**config.mk**
```make
export PLATFORM = sky130hd
export DESIGN_NAME = ps2_transmitter
export DESIGN_NICKNAME = d
export VERILOG_FILES = /design/src/rtl/ps2_pkg.sv /design/src/rtl/ps2_line_sync.sv /design/src/rtl/ps2_transmitter.sv
export SDC_FILE = /design/constraint.sdc
export NUM_CORES = 1
export LEC_CHECK = 0
export BUFFER_PORTS_ARGS = -buffer_cell sky130_fd_sc_hd__buf_2
export CAP_MARGIN = 10
export CORE_ASPECT_RATIO = 0.6
export CORE_MARGIN = 4
export CORE_UTILIZATION = 30
export CTS_CLUSTER_DIAMETER = 30
export DETAILED_ROUTE_END_ITERATION = 7
export MAX_ROUTING_LAYER = met4
export RECOVER_POWER = 25
export SLEW_MARGIN = 0
export SYNTH_ARGS = -nofsm -noshare
export SYNTH_HDL_FRONTEND = slang
export SYNTH_HIERARCHICAL = 1
export SYNTH_SLANG_ARGS = --single-unit
```
**constraint.sdc**
```tcl
create_clock -name clk -period 4.5 [get_ports clk]
set_input_delay 0.45 -clock clk [delete_from_list [all_inputs] [get_ports clk]]
set_output_delay 0.45 -clock clk [all_outputs]
set_load 0.05 [all_outputs]
```
**src/rtl/ps2_pkg.sv**
```systemverilog
// ----------------------------------------------------------------------------
// ps2_pkg
// Shared definitions for the PS/2 host-side blocks: the host-to-device
// transmitter state encoding, default line timings for a 100 MHz system
// clock, the keyboard command bytes the host sends most often, and the
// odd-parity helper used when framing a byte.
// ----------------------------------------------------------------------------
package ps2_pkg;

  // Host-to-device transfer sequence:
  // IDLE      - waiting for a byte
  // INHIBIT   - holding the clock line low to claim the bus
  // RTS       - request-to-send: start bit on data, clock about to be released
  // SEND      - device clocks out data bits, parity and stop
  // ACK       - waiting for the device acknowledge clock
  // WAIT_IDLE - waiting for the device to release both lines
  typedef enum logic [2:0] {
    IDLE      = 3'd0,
    INHIBIT   = 3'd1,
    RTS       = 3'd2,
    SEND      = 3'd3,
    ACK       = 3'd4,
    WAIT_IDLE = 3'd5
  } tx_state_e;

  // 120 us of clock inhibit at 100 MHz.
  localparam int PS2_INHIBIT_CYCLES_DEFAULT = 12000;
  // 15 ms upper bound from clock release to end of transfer at 100 MHz.
  localparam int PS2_TIMEOUT_CYCLES_DEFAULT = 1500000;

  // Number of device falling edges that shift out data, parity and stop.
  localparam int PS2_FRAME_SEND_EDGES = 10;

  // Keyboard command bytes.
  localparam logic [7:0] CMD_SET_LEDS = 8'hED;
  localparam logic [7:0] CMD_ENABLE   = 8'hF4;
  localparam logic [7:0] CMD_RESEND   = 8'hFE;
  localparam logic [7:0] CMD_RESET    = 8'hFF;

  // PS/2 uses odd parity: the parity bit makes the total count of ones
  // across data plus parity odd.
  function automatic logic odd_parity(input logic [7:0] data);
    return ~(^data);
  endfunction

endpackage

```
**src/rtl/ps2_line_sync.sv**
```systemverilog
// ----------------------------------------------------------------------------
// ps2_line_sync
// Brings one asynchronous PS/2 pad line into the clk domain and flags its
// falling edges. Shared by the transmitter and the receiver path.
//
// Ports
//   clk    in  system clock, rising edge
//   reset  in  asynchronous active-high reset; flops preset to 1 (idle line)
//   line   in  raw pad level (asynchronous)
//   level  out synchronized line level (second synchronizer flop)
//   fall   out one-cycle pulse, the cycle after level went 1 -> 0
// ----------------------------------------------------------------------------
module ps2_line_sync (
  input  logic clk,
  input  logic reset,
  input  logic line,
  output logic level,
  output logic fall
);

  logic meta;
  logic stable;
  logic stable_d;

  // Two-flop synchronizer plus a history flop for edge detection. Presetting
  // to 1 matches an idle PS/2 line, so leaving reset never fakes an edge
  // unless the line really is low.
  always_ff @(posedge clk or posedge reset) begin
    if (reset) begin
      meta     <= 1'b1;
      stable   <= 1'b1;
      stable_d <= 1'b1;
    end else begin
      meta     <= line;
      stable   <= meta;
      stable_d <= stable;
    end
  end

  assign level = stable;
  assign fall  = stable_d & ~stable;

endmodule

```
**src/rtl/ps2_transmitter.sv**
```systemverilog
// ----------------------------------------------------------------------------
// ps2_transmitter
// Host-to-device PS/2 byte transmitter. Claims the bus by inhibiting the
// clock, issues request-to-send, then lets the device clock out the start
// bit, 8 data bits (LSB first), odd parity and stop bit, and finally checks
// the device acknowledge. The pad lines are open-drain; this block only
// decides when to pull them low.
//
// Parameters
//   INHIBIT_CYCLES  clk cycles the clock line is held low before RTS (>= 2)
//   TIMEOUT_CYCLES  clk cycles allowed from clock release to completion
//
// Ports
//   clk                in  system clock, rising edge
//   reset              in  asynchronous active-high reset
//   PS2Clk             in  PS/2 clock pad level (asynchronous)
//   PS2Data            in  PS/2 data pad level (asynchronous)
//   ps2clk_drive_low   out 1 = pull PS2Clk low
//   ps2data_drive_low  out 1 = pull PS2Data low
//   tx_data            in  command byte to send
//   tx_valid           in  tx_data valid
//   tx_ready           out byte accepted this cycle when tx_valid is high
//   tx_done            out pulse: byte sent and acknowledged
//   tx_ack_err         out pulse: device did not acknowledge
//   tx_timeout         out pulse: transfer abandoned after TIMEOUT_CYCLES
//   busy               out transfer in progress (receiver ignores frames)
// ----------------------------------------------------------------------------
module ps2_transmitter
  import ps2_pkg::*;
#(
  parameter int INHIBIT_CYCLES = PS2_INHIBIT_CYCLES_DEFAULT,
  parameter int TIMEOUT_CYCLES = PS2_TIMEOUT_CYCLES_DEFAULT
) (
  input  logic       clk,
  input  logic       reset,
  input  logic       PS2Clk,
  input  logic       PS2Data,
  output logic       ps2clk_drive_low,
  output logic       ps2data_drive_low,
  input  logic [7:0] tx_data,
  input  logic       tx_valid,
  output logic       tx_ready,
  output logic       tx_done,
  output logic       tx_ack_err,
  output logic       tx_timeout,
  output logic       busy
);

  localparam int IW = $clog2(INHIBIT_CYCLES + 1);
  localparam int TW = $clog2(TIMEOUT_CYCLES + 1);

  logic          clk_level;
  logic          clk_fall;
  logic          data_level;
  logic          data_fall_unused;

  tx_state_e     state;
  logic [8:0]    shift;
  logic [3:0]    edge_cnt;
  logic          ack_ok;
  logic [IW-1:0] inhibit_cnt;
  logic [TW-1:0] timeout_cnt;
  logic          timed_out;

  ps2_line_sync u_clk_sync (
    .clk   (clk),
    .reset (reset),
    .line  (PS2Clk),
    .level (clk_level),
    .fall  (clk_fall)
  );

  ps2_line_sync u_data_sync (
    .clk   (clk),
    .reset (reset),
    .line  (PS2Data),
    .level (data_level),
    .fall  (data_fall_unused)
  );

  assign timed_out = (timeout_cnt == TW'(TIMEOUT_CYCLES - 1));

  // Transfer sequencer. All line drives and status outputs are registered so
  // the open-drain enables never glitch.
  //
  // Clock-inhibit length: the clock drive rises on the accept edge and spans
  // the INHIBIT cycles plus the single RTS cycle, so INHIBIT lasts
  // INHIBIT_CYCLES-1 cycles. The start bit goes out on the last inhibit cycle,
  // before the clock is let go.
  //
  // Framing: shift holds {parity, data}; each device falling edge drives the
  // inverted LSB and shifts in a 1, so the tenth edge releases data for the
  // stop bit without a separate branch.
  always_ff @(posedge clk or posedge reset) begin
    if (reset) begin
      state             <= IDLE;
      ps2clk_drive_low  <= 1'b0;
      ps2data_drive_low <= 1'b0;
      tx_ready          <= 1'b1;
      busy              <= 1'b0;
      tx_done           <= 1'b0;
      tx_ack_err        <= 1'b0;
      tx_timeout        <= 1'b0;
      shift             <= '0;
      edge_cnt          <= '0;
      ack_ok            <= 1'b0;
      inhibit_cnt       <= '0;
      timeout_cnt       <= '0;
    end else begin
      tx_done    <= 1'b0;
      tx_ack_err <= 1'b0;
      tx_timeout <= 1'b0;

      if ((state inside {SEND, ACK, WAIT_IDLE}) && timed_out) begin
        state             <= IDLE;
        ps2clk_drive_low  <= 1'b0;
        ps2data_drive_low <= 1'b0;
        tx_ready          <= 1'b1;
        busy              <= 1'b0;
        tx_timeout        <= 1'b1;
        timeout_cnt       <= '0;
      end else begin
        if (state inside {SEND, ACK, WAIT_IDLE}) begin
          timeout_cnt <= timeout_cnt + TW'(1);
        end

        case (state)
          IDLE: begin
            tx_ready          <= 1'b1;
            busy              <= 1'b0;
            ps2clk_drive_low  <= 1'b0;
            ps2data_drive_low <= 1'b0;
            if (tx_valid && tx_ready) begin
              shift            <= {odd_parity(tx_data), tx_data};
              tx_ready         <= 1'b0;
              busy             <= 1'b1;
              ps2clk_drive_low <= 1'b1;
              inhibit_cnt      <= '0;
              state            <= INHIBIT;
            end
          end

          INHIBIT: begin
            inhibit_cnt <= inhibit_cnt + IW'(1);
            if (inhibit_cnt == IW'(INHIBIT_CYCLES - 2)) begin
              ps2data_drive_low <= 1'b1;
              state             <= RTS;
            end
          end

          RTS: begin
            ps2clk_drive_low <= 1'b0;
            timeout_cnt      <= '0;
            edge_cnt         <= '0;
            state            <= SEND;
          end

          SEND: begin
            if (clk_fall) begin
              ps2data_drive_low <= ~shift[0];
              shift             <= {1'b1, shift[8:1]};
              edge_cnt          <= edge_cnt + 4'd1;
              if (edge_cnt == 4'(PS2_FRAME_SEND_EDGES - 1)) begin
                state <= ACK;
              end
            end
          end

          ACK: begin
            if (clk_fall) begin
              ack_ok <= ~data_level;
              state  <= WAIT_IDLE;
            end
          end

          WAIT_IDLE: begin
            if (clk_level && data_level) begin
              tx_done    <= ack_ok;
              tx_ack_err <= ~ack_ok;
              tx_ready   <= 1'b1;
              busy       <= 1'b0;
              state      <= IDLE;
            end
          end

          default: begin
            state             <= IDLE;
            ps2clk_drive_low  <= 1'b0;
            ps2data_drive_low <= 1'b0;
            tx_ready          <= 1'b1;
            busy              <= 1'b0;
          end
        endcase
      end
    end
  end

endmodule

```
# == Word level (Yosys, flattened, before mapping) ==
# Cells that the tools add are included.
# totals
input_bits,13
register_bits,64
output_inout_bits,7
# classes
n_addsub,3
n_bitwise,7
n_reduce_logical,20
muxes,39
n_eq_ne,19
# op_table
operator,n
$mux 21,3
$pmux 14 s2,1
$add 21x1->21 const B,1
$eq 21x21->1 const B,1
$mux 3,7
$mux 9,2
$pmux 3 s6,1
$pmux 9 s2,1
$mux 1,17
$add 14x1->14 const B,1
$eq 14x14->1 const B,1
$mux 14,1
$reduce_and 3->1,4
$ne 3x2->1 const B,3
$pmux 1 s3,3
$pmux 4 s2,1
$reduce_or 4->1,2
$reduce_xor 8->1,1
$eq 3x2->1 const B,2
$eq 3x3->1 const B,2
$ne 2x1->1 const B,3
$ne 3x3->1 const B,2
$not 1->1,6
$reduce_and 6->1,1
other kinds (15),21

# == Logic depth before layout (Yosys ltp) ==
# Gate-level depths: netlist of run 1.
# logic_depth
word_depth,5
depth_mapped,8
ltp_nobuf,7

# == Hierarchy ==
# The synthesis of run 1 kept the hierarchy.
# modules_own_cells
module,area_per_inst_um2,n_inst,cells_per_inst,seq_area_each_um2
ps2_transmitter,3206.8,1,331,1477.7
ps2_line_sync,96.3,2,5,78.8

# == Worst setup path before layout of run 1 ==
# OpenSTA, ideal clock, no wires.
# synth_timing
path_kind,register to register
from,reg inhibit_cnt[12]
to,reg state[1]
n_path_buf,0
setup_slack_ns,2.395
synth_period_minus_slack_ns,2.105
required_ns,4.374
stages_incl_launch_ff,6
setup_ns,0.126
t_arrival_ns,1.979
cell_sequence,dfrtp_1 or4b_1 or4_1 and2_4 nand4b_4 a311o_1
# synth_via
elab_chain_len,3
# synth_lines
item,line_no,text
"start, declared",ps2_transmitter.sv:61,logic [IW-1:0] inhibit_cnt;
"start signal, assigned",ps2_transmitter.sv:144,inhibit_cnt <= inhibit_cnt + IW'(1);
$eq 14x14->1,ps2_transmitter.sv:145,if (inhibit_cnt == IW'(INHIBIT_CYCLES - 2)) begin
$ne 3x3->1 (no line),n/a,
$reduce_and 6->1 (no line),n/a,
"end signal, assigned",ps2_transmitter.sv:139,state <= INHIBIT;
"end signal, assigned",ps2_transmitter.sv:147,state <= RTS;
"end signal, assigned",ps2_transmitter.sv:155,state <= SEND;
"end, declared",ps2_transmitter.sv:57,tx_state_e state;
# No other way between the ends.
# A chain may end at the register's enable or synchronous reset.

# == Worst setup path after layout of run 1 ==
# layout_timing
from,reg state[1]
to,reg shift[6]
# layout_via
elab_chain_len,5
elab_cells_between_ends,12
classes_between,eq/ne: 5; mux: 1; bitwise: 1; reduce/logical: 5
# layout_lines
item,line_no,text
"start signal, assigned",ps2_transmitter.sv:96,state <= IDLE;
"start signal, assigned",ps2_transmitter.sv:115,state <= IDLE;
"start signal, assigned",ps2_transmitter.sv:139,
$eq 3x2->1 or $eq 3x3->1 (tied branches),"ps2_transmitter.sv:114, ps2_transmitter.sv:127",
$reduce_bool 3->1,ps2_transmitter.sv:114,"if ((state inside {SEND, ACK, WAIT_IDLE}) && timed_out) begin"
$logic_and 1x1->1,ps2_transmitter.sv:114,
$not 1->1 (no line),n/a,
$reduce_and 4->1 (no line),n/a,
"end signal, assigned",ps2_transmitter.sv:134,"shift <= {odd_parity(tx_data), tx_data};"
"end signal, assigned",ps2_transmitter.sv:161,"shift <= {1'b1, shift[8:1]};"
"end, declared",ps2_transmitter.sv:58,logic [8:0] shift;
# Parallel ways exist; a longest one is shown, timed or not.

==> impl_metrics.toml, run 1 <==
[power]
p_total_mw = 1.86
p_per_area_nw_per_um2 = 480
p_sw_share_pct = 30.6
ir_drop_v = 0.000201
intPower_mw = 1.29
switching_power_mw = 0.570
seq_power_share_pct = 41.0
combPwrFrac_pct = 22.2
p_clk_share_pct = 36.7
power.leakage_nw = 1.63

[drt]
maxUsedRoutingLayer = "met4"
vias_per_cell = 4.97
drt_iter0_drc = 174
wl_per_cell_um = 14.1
num_vias = 2496
drt-total-wl_um = 7090
met3WireLength_um = 317
ant_nets = 0
route.detailed.drc = 0
first_pass_iters = 5
wirelength_met1_um = 4010
wl_met2_um = 2690

[sta]
fin_crit_sh_pct = 61.7
hold_violations = 0
slew_headroom_pct = 38.6
tns_ns = 0
worst_pin_slew_ns = 0.909
skew_ns = 0.00591
fin_ws_ns = 1.73
setup_viol = 0
rsz0062_at_grt = "false"
period_minus_slack_ns = 2.77
slew_violations = 0
max_freq_mhz = 360

[clocking]
cts_tree = "yes"
post-cts-setup-buffer-count = 0
postCtsHoldBufs = 0
numClockSinks = 64
cts_buffer_depth = 2
cts_root_buf = "clkbuf_16"
htreeDepth = 3
cts_made_buffers = 9
cts_resized = 0
path_clk_slew_ns = 0.05
clock_latency_ns = 0.33

[setup_path]
reg2reg_to = "shift[6]"
cp.arrival_ns = 2.99
critPathKind = "flop to flop"
end_kind = "flop"
critPathLaunch = "state[1]"
r2r_cells = 5
setup.worst_path.start_class = "flop"
critPathMaxFanout = 23
reg2reg_slack_ns = 1.73
cp.required_ns = 4.72
r2r-start = "state[1]"

[die]
rows = 29
die_h_um = 90.0
start_util_pct = 31.3
ios = 20
dieArea_um2 = 13000
core_area_um2 = 10700
die_x_um = 145

[global_routing]
overflow = 0
grt_usage_pct = 12.2
grt_pass1_vias = 2358
antenna_found_initial = 0
grt_first_pass_wirelength_um = 12200
grt_start_max_net_pins = 60

[layout]
fin_nets = 376
syn_to_final_growth_pct = 15.5
drive_gt1_share_pct = 17.1
post-route-util_pct = 36.1
antennaDiodeCount = 0
finalInstanceArea_um2 = 3880
nFillCells = 1096

[synth]
syn_inst = 339
synth_warnings = 6
synth_nets = 357
avgSynthCellArea_um2 = 9.91
syn_area_um2 = 3360

[placed_design]
port_buffers = 19
pre_cts_slack_ns = 1.73
hpwl_um = 4970
gp_congestion = 0.811
postPlaceCellArea_um2 = 3580

[run]
maxCapViolCount = 0

[run_status]
status = "complete, no violations"

[min_path]
hold_class = "input port to async pin"
==> routing by layer <==
layer / GRT usage [%] / up-vias
met4: 3.49 / 0
li1: - / 1237
met2: 14.3 / 49
met5: - / -
met3: 3.98 / 6
met1: 19.3 / 1204
==> registers in the layout, indices dropped and copies added, names as in the netlist, 3 cells and up <==
register,cells
edge_cnt,4
timeout_cnt,21
state,3
shift,9
inhibit_cnt,14
==> worst max-delay path by stage <==
stage	cells after the start	endpoint
2_1_floorplan	5	state[1]
3_3_place_gp	5	shift[6]
3_5_place_dp	5	shift[6]
4_1_cts	5	shift[6]
5_1_grt	5	shift[6]
6_report	5	shift[6]
==> power groups by stage <==
stage                     sequential [mW]  combinational, mW  clock [mW]
after floorplan                     0.787              0.298           0
after global placement              0.773              0.409           0
after detailed placement            0.771              0.419           0
after CTS                           0.764              0.419       0.700
after global routing                0.782              0.467       0.721
final                               0.764              0.414       0.684
==> metrics by stage <==
| stage | cells | hold slack, ns |
|---|---|---|
| 3_5_place_dp | 486 | 0.347 |
| 5_1_grt | 502 | 0.154 |
| 6_report | 502 | 0.149 |
| 2_1_floorplan | 339 | 0.345 |
| 4_1_cts | 502 | 0.149 |
| 3_3_place_gp | 486 | 0.346 |
==> cell usage in the layout, fill, tap and decap left out, types with 4 or more instances in the layout <==
cell and instances:
nand2b_1 12, nand4_1 11, dfrtp_1 58, nand3_1 19, nor3_1 11, inv_1 14
o221a_2 8, dfstp_2 5, nor4_1 4, a21oi_1 13, or3_1 6, nor2_1 48
xnor2_1 22, clkbuf_16 9, o21ai_0 6, ha_1 5, xor2_1 15, clkbuf_8 5
buf_2 18, nand2_1 16, and3_1 7
==> worst max-delay path, cell delays in order, from the launching register on <==
cell	delay [ns]
dfrtp_1	0.76
nand3b_1	0.27
and2_4	0.22
or4_1	0.78
a31o_4	0.38
o221a_2	0.25
==> final cells by class <==
| type | instances | area (µm²) | area share [%] |
|---|---|---|---|
| Multi-Input combinational cell | 246 | 1620 | 41.7 |
| Sequential cell | 64 | 1610 | 41.5 |
| Clock buffer | 14 | 294 | 7.58 |
| Tap cell | 139 | 174 | 4.48 |
| Timing Repair Buffer | 22 | 116 | 3.00 |
| Inverter | 15 | 56.3 | 1.45 |
| Clock inverter | 2 | 10.0 | 0.258 |
(Power assumes the default switching activity.)
==> run 2: changes to the inputs <==
==> constraint.sdc (replaced) <==
create_clock -name clk -period 2.75 [get_ports clk]
set_input_delay 0.275 -clock clk [delete_from_list [all_inputs] [get_ports clk]]
set_output_delay 0.275 -clock clk [all_outputs]
set_load 0.05 [all_outputs]
==> run 2 against run 1 <==
Clock skew grew 0.0011 ns; flip-flop and latch count is the same; via count grew 2.4%; global-route usage grew 0.76 points; sequential power grew 60%; total power grew 65%; maximum frequency grew 13%.
==> impl_metrics.toml, run 2 (same netlist as run 1, synthesis figures left out) <==
[drt]
num_vias = 2556
ant_nets = 0
wl_per_cell_um = 14.5
drt_iter0_drc = 192
drt-total-wl_um = 7370
vias_per_cell = 5.03
first_pass_iters = 5
route.detailed.drc = 0

[placed_design]
gp_congestion = 0.824
hpwl_um = 5250
postPlaceCellArea_um2 = 3610
port_buffers = 19

[clocking]
cts_buffer_depth = 2
path_clk_slew_ns = 0.05
cts_tree = "yes"
htreeDepth = 3
post-cts-setup-buffer-count = 0
numClockSinks = 64
cts_root_buf = "clkbuf_16"
cts_made_buffers = 9
clock_latency_ns = 0.33

[sta]
hold_violations = 0
fin_crit_sh_pct = 89.0
holdWs_ns = 0.0416
period_minus_slack_ns = 2.45
setup_viol = 0
slew_violations = 0
tns_ns = 0
worst_pin_slew_ns = 1.20
rsz0062_at_grt = "false"
skew_ns = 0.00706
slew_headroom_pct = 19.9
max_freq_mhz = 409

[setup_path]
cp.required_ns = 2.97
cp.arrival_ns = 2.67
path_cells = "nor4b_1 -> nand4b_1 -> or4_1 -> a31o_4 -> o221a_2"
end_kind = "flop"
setup.worst_path.start_class = "flop"
critPathMaxFanout = 13
slowest_delay_ns = 0.70
critPathSlowestCell = "or4_1"
r2r-start = "timeout_cnt[10]"
critPathKind = "flop to flop"
critPathLaunch = "timeout_cnt[10]"

[run]
maxCapViolCount = 0

[global_routing]
grtUsageMet3_pct = 3.66
grt_first_pass_wirelength_um = 12900
met2_usage_pct = 14.9
overflow = 0
grt_start_max_net_pins = 35
gr-usage-met1_pct = 20.7
grt_pass1_vias = 2479
antenna_found_initial = 0
grt_usage_pct = 13.0
grt_busiest_layer = "met1"

[die]
ios = 20
die_x_um = 145
dieArea_um2 = 13000
start_util_pct = 31.3
core_area_um2 = 10700
die_h_um = 90.0
rows = 29

[layout]
antennaDiodeCount = 0
layout_commonest_cell = "dfrtp_1"
drive_gt1_share_pct = 17.6
regMostFlops = "timeout_cnt"
largest_reg_flops = 21
nFillCells = 1093
fin_nets = 382
syn_to_final_growth_pct = 16.6
reg.largest.list = "timeout_cnt: 21 flops, inhibit_cnt: 14 flops, shift: 9 flops"
final_cell_mix = "dfrtp_1 (58), nor2_1 (48), xnor2_1 (22)"
finalInstanceArea_um2 = 3920

[power]
ir_drop_v = 0.000346
p_per_area_nw_per_um2 = 785
power.leakage_nw = 1.65

[min_path]
hold_class = "input port to flop"
hp-start = "PS2Data"

[run_status]
status = "complete, no violations"
## run 2: report_power, final
| part | internal (mW) | switching (mW) |
|---|---|---|
| Sequential | 1.10 | 0.123 |
| Combinational | 0.301 | 0.426 |
| Clock | 0.724 | 0.406 |
| Total | 2.12 | 0.955 |
## run 2: final timing paths
check | end | slack [ns] | depth (start not counted)
setup / recovery | shift[3] | 0.30 | 5
hold / removal | u_data_sync/meta | 0.04 | 1
setup reg to reg | shift[3] | 0.30 | 5
hold reg to reg | u_clk_sync/level | 0.36 | 0
max in group asynchronous | inhibit_cnt[7] | 1.03 | 4
min in group asynchronous | edge_cnt[2] | 0.38 | 3
## run 2: metal layers
metal,part of all wire (%),vias up
li1,-,1251
met1,55,1243
met2,38,53
met3,5.2,9
met4,1.4,0
met5,0,-
## run 2: repair_timing
item	CTS	global route
endpoints found under the hold margin	4	0
resized for setup	0	0
hold buffers	1	0
## run 2: worst max-delay path: cells and delay by family (launching register included)
kind | cells | cell delay [ns]
and+or+nand+nor | 3 | 1.27
AOI/OAI and AO/OA | 2 | 0.63
DFF | 1 | 0.42
## run 2: through the flow
step,utilization [%],std cells,total power [mW],worst slack (ns)
after global routing,36.5,508,3.27,0.0470
after CTS,36.5,508,3.11,0.308
final,36.5,508,3.08,0.302
after detailed placement,33.6,491,1.96,0.322
after global placement,33.6,491,1.94,0.379
after floorplan,-,339,1.78,0.645
## run 2: cell type report
cell class / count / area [µm²] / share of cell area [%]
timing repair buffer: 28 / 160 / 4.09
sequential: 64 / 1610 / 41.1
multi-input combinational: 246 / 1620 / 41.3
inverter: 15 / 56.3 / 1.44
clock inverter: 5 / 56.3 / 1.44
clock buffer: 11 / 243 / 6.20
tap: 139 / 174 / 4.44
==> run 3: changes to the inputs <==
==> constraint.sdc (replaced) <==
create_clock -name clk -period 2.9 [get_ports clk]
set_input_delay 0.29 -clock clk [delete_from_list [all_inputs] [get_ports clk]]
set_output_delay 0.29 -clock clk [all_outputs]
set_load 0.05 [all_outputs]
==> run 3 against run 2 <==
Flip-flop and latch count unchanged; clock power about the same; total power down 2.6%; critical path depth unchanged; critical endpoint unchanged; largest power group unchanged; register-to-register slack better by 0.08 ns; wire length down 0.92%.
==> impl_metrics.toml, run 3 (same netlist as run 1, synthesis figures left out) <==
[die]
dieArea_um2 = 13000
die_h_um = 90.0
ios = 20
core_area_um2 = 10700
start_util_pct = 31.3
die_x_um = 145
rows = 29

[sta]
slew_headroom_pct = 8.28
worst_pin_slew_ns = 1.38
skew_ns = 0.00427
rsz0062_at_grt = "false"
tns_ns = 0
period_minus_slack_ns = 2.52
max_freq_mhz = 397
fin_crit_sh_pct = 86.8
hold_violations = 0
setup_viol = 0
slew_violations = 0
fin_ws_ns = 0.382

[global_routing]
antenna_found_initial = 0
grt_usage_pct = 12.7
grt_pass1_vias = 2510
grt_first_pass_wirelength_um = 12900
grt_start_max_net_pins = 32
overflow = 0

[power]
combPwrFrac_pct = 22.7
p_clk_share_pct = 38.6
switching_power_mw = 0.898
power.leakage_nw = 1.66
p_sw_share_pct = 30.0
p_per_area_nw_per_um2 = 762
intPower_mw = 2.10
ir_drop_v = 0.000324
seq_power_share_pct = 38.7

[drt]
wl_per_cell_um = 14.4
ant_nets = 0
drt_iter0_drc = 198
first_pass_iters = 4
vias_per_cell = 5.01
route.detailed.drc = 0
num_vias = 2542
drt-total-wl_um = 7300

[setup_path]
critPathKind = "flop to flop"
cp.arrival_ns = 2.79
r2r_cells = 5
critPathMaxFanout = 13
cp.required_ns = 3.17
setup.worst_path.start_class = "flop"
end_kind = "flop"

[run]
maxCapViolCount = 0

[clocking]
path_clk_slew_ns = 0.05
cts_tree = "yes"
cts_resized = 0
numClockSinks = 64
cts_buffer_depth = 2
htreeDepth = 3
cts_made_buffers = 9
post-cts-setup-buffer-count = 0
cts_root_buf = "clkbuf_16"
postCtsHoldBufs = 1
clock_latency_ns = 0.33

[layout]
post-route-util_pct = 36.6
regMostFlops = "timeout_cnt"
syn_to_final_growth_pct = 17.1
layout_commonest_cell = "dfrtp_1"
nFillCells = 1089
finalInstanceArea_um2 = 3930
drive_gt1_share_pct = 17.4
antennaDiodeCount = 0
fin_nets = 381
reg.largest.list = "timeout_cnt: 21 flops, inhibit_cnt: 14 flops, shift: 9 flops"
largest_reg_flops = 21
final_cell_mix = "dfrtp_1 (58), nor2_1 (48), xnor2_1 (22)"

[placed_design]
pre_cts_slack_ns = 0.434
postPlaceCellArea_um2 = 3610
gp_congestion = 0.819
hpwl_um = 5210
port_buffers = 19

[min_path]
hold_class = "input port to flop"
whs_path_depth = 1

[run_status]
status = "complete, no violations"
## run 3: cell count changes in the layout (fill, tap and decap cells not counted)
cell and delta:
clkinvlp_4 +1, bufinv_16 +1, clkinv_2 -1, clkinv_4 -1, buf_4 -1
## run 3: path summary, 6_finish.rpt
path,startpoint,to,slack (ns)
worst max-delay path,timeout_cnt[10],shift[3],0.38
worst min-delay path,PS2Clk,u_clk_sync/meta,0.06
worst max register to register,timeout_cnt[10],shift[3],0.38
worst min register to register,u_data_sync/meta,u_data_sync/level,0.36
max in group asynchronous,reset,inhibit_cnt[3],0.96
min in group asynchronous,reset,edge_cnt[1],0.41
## run 3: critical path, cell delays in order (launching register included)
cell      delay [ns]
dfrtp_1         0.42
nor4b_1         0.42
nand4b_1        0.20
or4_1           0.71
nand3_1         0.44
o221a_2         0.26
## run 3: power groups by stage
stage | Clock [mW] | Combinational (mW) | Sequential, mW
4_1_cts | 1.18 | 0.693 | 1.16
3_5_place_dp | 0 | 0.689 | 1.17
5_1_grt | 1.22 | 0.767 | 1.18
3_3_place_gp | 0 | 0.676 | 1.17
6_report | 1.16 | 0.681 | 1.16
2_1_floorplan | 0 | 0.462 | 1.22
## run 3: cell type report
| cell class | instances | area (µm²) | share of cell area (%) |
|---|---|---|---|
| flip-flops and latches | 64 | 1610 | 40.9 |
| repair buffers | 27 | 153 | 3.88 |
| inverters | 15 | 56.3 | 1.43 |
| clock inverters | 5 | 80.1 | 2.04 |
| well taps | 139 | 174 | 4.42 |
| clock buffers | 11 | 243 | 6.17 |
| multi-input cells | 246 | 1620 | 41.2 |
## run 3: metal layers
layer / up-vias / track usage, % / wire length [µm]
li1: 1260 / - / -
met1: 1230 / 19.9 / 4060
met2: 43 / 15.3 / 2790
met3: 9 / 3.98 / 342
met4: 0 / 3.49 / 104
met5: - / - / 0
## run 3: metrics by stage
stage	cells	total power [mW]	hold slack (ns)
after floorplan	339	1.68	0.202
after detailed placement	490	1.86	0.186
final	507	3.00	0.0599
after global routing	507	3.16	0.0471
after global placement	490	1.84	0.177
after CTS	507	3.03	0.0474
